## src/rtl/button_debouncer.sv

```systemverilog
// button_debouncer: two-flop synchronizer plus debounce FSM that turns a bouncy active-low key into a
// clean level with press/release pulses. Define LONG_PRESS_EN to add the hold counter behind Long_Press.
module button_debouncer #(
   parameter int DEBOUNCE_CYCLES = 500000,
   parameter int LONG_CYCLES     = 100000000
) (
   input  logic Clock,
   input  logic Clear,
   input  logic Button_n,
   output logic Clean_n,
   output logic Press_Pulse,
   output logic Release_Pulse,
   output logic Long_Press
);

   localparam int               CNT_W    = $clog2(DEBOUNCE_CYCLES + 1);
   localparam logic [CNT_W-1:0] CNT_LAST = CNT_W'(DEBOUNCE_CYCLES - 1);

   typedef enum logic [1:0] {
      RELEASED    = 2'd0,
      ARM_PRESS   = 2'd1,
      PRESSED     = 2'd2,
      ARM_RELEASE = 2'd3
   } state_t;

   logic             sync1_q;
   logic             sync2_q;
   state_t           state_q;
   logic [CNT_W-1:0] cnt_q;
   logic             clean_n_q;
   logic             press_q;
   logic             release_q;

   // Synchronizer idles at the released level so reset never looks like a press.
   always_ff @(posedge Clock or negedge Clear) begin
      if (!Clear) begin
         sync1_q <= 1'b1;
         sync2_q <= 1'b1;
      end else begin
         sync1_q <= Button_n;
         sync2_q <= sync1_q;
      end
   end

   always_ff @(posedge Clock or negedge Clear) begin
      if (!Clear) begin
         state_q   <= RELEASED;
         cnt_q     <= '0;
         clean_n_q <= 1'b1;
         press_q   <= 1'b0;
         release_q <= 1'b0;
      end else begin
         press_q   <= 1'b0;
         release_q <= 1'b0;
         case (state_q)
            RELEASED: begin
               if (!sync2_q) begin
                  state_q <= ARM_PRESS;
                  cnt_q   <= '0;
               end
            end
            ARM_PRESS: begin
               if (sync2_q) begin
                  state_q <= RELEASED;
                  cnt_q   <= '0;
               end else if (cnt_q == CNT_LAST) begin
                  state_q   <= PRESSED;
                  cnt_q     <= '0;
                  clean_n_q <= 1'b0;
                  press_q   <= 1'b1;
               end else begin
                  cnt_q <= cnt_q + CNT_W'(1);
               end
            end
            PRESSED: begin
               if (sync2_q) begin
                  state_q <= ARM_RELEASE;
                  cnt_q   <= '0;
               end
            end
            ARM_RELEASE: begin
               // A bounce back to PRESSED is not a new press: level and pulses stay untouched.
               if (!sync2_q) begin
                  state_q <= PRESSED;
                  cnt_q   <= '0;
               end else if (cnt_q == CNT_LAST) begin
                  state_q   <= RELEASED;
                  cnt_q     <= '0;
                  clean_n_q <= 1'b1;
                  release_q <= 1'b1;
               end else begin
                  cnt_q <= cnt_q + CNT_W'(1);
               end
            end
            default: begin
               state_q   <= RELEASED;
               cnt_q     <= '0;
               clean_n_q <= 1'b1;
            end
         endcase
      end
   end

   assign Clean_n       = clean_n_q;
   assign Press_Pulse   = press_q;
   assign Release_Pulse = release_q;

`ifdef LONG_PRESS_EN
   localparam int              HOLD_W    = $clog2(LONG_CYCLES + 1);
   localparam logic [HOLD_W-1:0] HOLD_MAX  = HOLD_W'(LONG_CYCLES);
   localparam logic [HOLD_W-1:0] HOLD_LAST = HOLD_W'(LONG_CYCLES - 1);

   logic [HOLD_W-1:0] hold_q;
   logic              long_q;

   // Held at zero until the press is accepted, paused (not cleared) while a release is being qualified.
   always_ff @(posedge Clock or negedge Clear) begin
      if (!Clear) begin
         hold_q <= '0;
         long_q <= 1'b0;
      end else begin
         long_q <= 1'b0;
         if ((state_q == RELEASED) || (state_q == ARM_PRESS)) begin
            hold_q <= '0;
         end else if ((state_q == PRESSED) && (hold_q != HOLD_MAX)) begin
            hold_q <= hold_q + HOLD_W'(1);
            long_q <= (hold_q == HOLD_LAST);
         end
      end
   end

   assign Long_Press = long_q;
`else
   assign Long_Press = 1'b0;
`endif

endmodule

```

## config.mk

```make
export PLATFORM = sky130hd
export DESIGN_NAME = button_debouncer
export DESIGN_NICKNAME = d
export VERILOG_FILES = /design/src/rtl/button_debouncer.sv
export SDC_FILE = /design/constraint.sdc
export NUM_CORES = 1
export LEC_CHECK = 0
export CAP_MARGIN = 40
export CORE_MARGIN = 8
export CORE_UTILIZATION = 46
export CTS_CLUSTER_DIAMETER = 120
export CTS_CLUSTER_SIZE = 12
export DETAILED_ROUTE_END_ITERATION = 10
export GPL_TIMING_DRIVEN = 1
export PLACE_DENSITY = 0.74
export SYNTH_ARGS = -nofsm -noshare
export SYNTH_HDL_FRONTEND = slang
export SYNTH_SLANG_ARGS = --single-unit
```

## constraint.sdc

```tcl
create_clock -name Clock -period 1.99 [get_ports Clock]
set_clock_uncertainty 0.05 [all_clocks]
set_input_delay 0.398 -clock Clock [delete_from_list [all_inputs] [get_ports Clock]]
set_output_delay 0.398 -clock Clock [all_outputs]
set_load 0.1 [all_outputs]
```

==> flow_summary.yaml <==
logic_synthesis:
  avgSynthCellArea_um2: 9.11
  ys_async_sr_fraction: 1.00
  synth_common_cells: "23 x dfrtp_1, 16 x nand2_1, 10 x a21oi_1, 10 x inv_1, 10 x nor2_1"
  synth.most_common_cell: "dfrtp_1"
  synth_area_leaders: "dfrtp_1 41%, dfstp_2 5.6%, nand2_1 4.3%, a21oi_1 3.5%, nand4_1 3.5%"
  syn_nets: 159
  syn-cell-area_mm2: 0.00141
  yosysTopAreaCell: "dfrtp_1"
  synthCells: 155
  ys_types: 44
  ys_seq_area_frac: 0.463
  synth_edf_count: 0
  yosys.area.top_type_share: 0.407
  yosysWarnings: 0
  ys_ff_latch: 26
  synth_flop_cell: "dfrtp_1"
layout:
  fillers: 249
  antenna_cells: 0
  area_growth_pct: 18.2
  final_area_mm2: 0.00167
  drive_above_1_share: 0.200
  instances_no_fill: 208
  final_nets: 180
detailed_routing:
  via_per_inst: 5.88
  drt_wl_total_um: 3280
  firstDrtPassIters: 5
  ant_nets: 0
  num_vias: 1223
  dr.first_iter.drc_count: 40
  drc: 0
  wire_per_inst_um: 15.8
timing:
  period_needed_ns: 1.96
  period_share: 0.987
  drv_slew: 0
  finalSetupViolCount: 0
  tightest_slew_ns: 0.507
  max_slew_margin: 0.661
  max_freq_mhz: 509
  rsz0062_at_grt: "yes"
  setup_ws_ns: 0.0259
  hold_slack_ns: 0.318
  hold_viol_final: 0
pwr:
  clkPwrFrac: 0.242
  power_density_mw_per_mm2: 901
  leakagePower_nw: 0.714
  power_frac_comb: 0.357
  p_seq_frac: 0.401
  swShare: 0.360
  p_total_mw: 1.51
  intPower_uw: 963
  switchingPower_uw: 543
  ir_drop_uv: 481
worst_hold_path:
  holdPathStages: 0
  worstHoldPathType: "flop to flop"
  min_to: "sync2_q$_DFF_PN1_"
  hp-start: "sync1_q$_DFF_PN1_"
clocking:
  htree_levels: 1
  clk-insertion-delay-late_ns: 0.32
  clock_path_buffers: 2
  root_buffer: "clkbuf_4"
  clkTransAtPathRegs_ns: 0.15
  cts_buffers: 3
  cts_tree: "built"
  clock-sinks: 26
  cts_hold_buf: 0
floorplan:
  io_pins: 7
  dieArea_mm2: 0.00510
  design.core.area_mm2: 0.00298
  die_w_um: 71.4
  initial_core_util: 0.474
  rows: 20
  die_h_um: 71.4
worst_setup_path:
  critical_path_required_ns: 2.17
  endpoint_kind: "flop"
  r2r_end: "cnt_q[5]$_DFFE_PN0P_"
  reg2reg_depth: 5
  cp_max_fo: 11
  r2r_slack_ns: 0.03
  r2r_start: "cnt_q[10]$_DFFE_PN0P_"
  crit_arrival_ns: 2.15
  cp-start-kind: "flop"
  path_class: "flop to flop"
global_routing:
  grt-busiest-layer: "met2"
  grt_pass1_wl_um: 5560
  overflow: 0
  grt_max_degree: 27
  first_global_vias: 1212
  antenna_found_initial: 0
  use_met3: 0.0209
  use_met1: 0.156
  globalRouteMet2Util: 0.232
  grt_usage: 0.134
run_status:
  status: "finished clean"
place:
  placedInstanceArea_mm2: 0.00159
  dp_cells: 203
  dp_hpwl_um: 2250
  portBuffers: 5
  gp_congestion: 0.853
  pre_cts_ws_ns: -0.00880
job:
  drv_cap: 0
## cells by family after synthesis
| kind of cell | synth area share |
|---|---|
| flops | 0.463 |
| xor+xnor | 0.0124 |
| fa+ha+maj | 0.00886 |
| simple gates | 0.280 |
| mux | 0.0151 |
| compound gates | 0.159 |
| other cells | 0.00265 |
| buf+inv | 0.0593 |
## worst max-delay path, stage by stage (launching register included)
cell	delay, ns
dfrtp_1	0.43
or4_4	0.53
nor4_4	0.31
a21oi_4	0.19
a21o_1	0.20
a22o_1	0.17
## worst max-delay path by stage
stage / startpoint / to / slack [ns] / depth (start not counted)
detailed placement: sync2_q$_DFF_PN1_ / cnt_q[9]$_DFFE_PN0P_ / -0.009 / 5
global placement: sync2_q$_DFF_PN1_ / cnt_q[13]$_DFFE_PN0P_ / -0.006 / 4
global route: cnt_q[10]$_DFFE_PN0P_ / cnt_q[5]$_DFFE_PN0P_ / -0.03 / 5
finish: cnt_q[10]$_DFFE_PN0P_ / cnt_q[5]$_DFFE_PN0P_ / 0.03 / 5
CTS: cnt_q[10]$_DFFE_PN0P_ / cnt_q[5]$_DFFE_PN0P_ / 0.06 / 5
floorplan: cnt_q[5]$_DFFE_PN0P_ / cnt_q[9]$_DFFE_PN0P_ / 0.06 / 7
## timing repair
| action | 4_1_cts | 5_1_grt |
|---|---|---|
| hold endpoints to repair | 0 | 0 |
| pin swaps | 0 | 1 |
| cloned | 0 | 1 |
| setup buffers | 0 | 0 |
| gates resized for setup | 1 | 2 |
| endpoints found under the setup margin | 2 | 9 |
## stage by stage
stage,util,setup TNS [ns]
final,0.561,0
after global routing,0.561,-0.136
after CTS,0.554,0
after detailed placement,0.534,-0.0157
after global placement,0.532,-0.00598
after floorplan,-,0
## registers in the layout, indices dropped and copies added, names as in the netlist, named ones only
register	cells
state_q	1
sync1_q	1
cnt_q	19
Clean_n	1
Release_Pulse	1
Press_Pulse	1
sync2_q	1
## layout by cell type, fill, tap and decap left out, types with 2 or more instances in the layout
| master | instances |
|---|---|
| a21o_1 | 3 |
| a21oi_1 | 10 |
| a22o_1 | 3 |
| and2_1 | 3 |
| buf_4 | 19 |
| clkbuf_4 | 3 |
| clkdlybuf4s50_1 | 2 |
| dfrtp_1 | 23 |
| dfstp_2 | 3 |
| inv_1 | 10 |
| nand2_1 | 16 |
| nand3_1 | 9 |
| nand3b_1 | 3 |
| nand4_1 | 8 |
| nor2_1 | 9 |
| nor3_1 | 4 |
| nor3b_1 | 2 |
| nor4_1 | 3 |
| o21ai_0 | 2 |
| o21ai_1 | 9 |
| o31ai_1 | 2 |
| or3_1 | 4 |
## power by group through the flow
| stage | registers, mW | logic (mW) | clock network (mW) |
|---|---|---|---|
| after global routing | 0.610 | 0.603 | 0.391 |
| after global placement | 0.609 | 0.463 | 0 |
| after CTS | 0.601 | 0.506 | 0.372 |
| final | 0.604 | 0.538 | 0.365 |
| after detailed placement | 0.612 | 0.495 | 0 |
| after floorplan | 0.613 | 0.367 | 0 |
## area by class of cell
class / instances / area, µm² / share of cell area
Clock buffer: 3 / 22.5 / 0.0135
Clock inverter: 1 / 30.0 / 0.0180
Inverter: 10 / 37.5 / 0.0225
Multi-Input combinational cell: 113 / 702 / 0.420
Sequential cell: 26 / 654 / 0.392
Tap cell: 33 / 41.3 / 0.0247
Timing Repair Buffer: 22 / 183 / 0.109
## layer usage
metal  share of wire  vias to the layer above  wire [µm]
li1                -                      599          -
met1            0.41                      586       1350
met2            0.53                       30       1750
met3           0.039                        8        129
met4           0.018                        0         60
met5               0                        -          0
No activity file was read; power rests on OpenSTA's default activity.
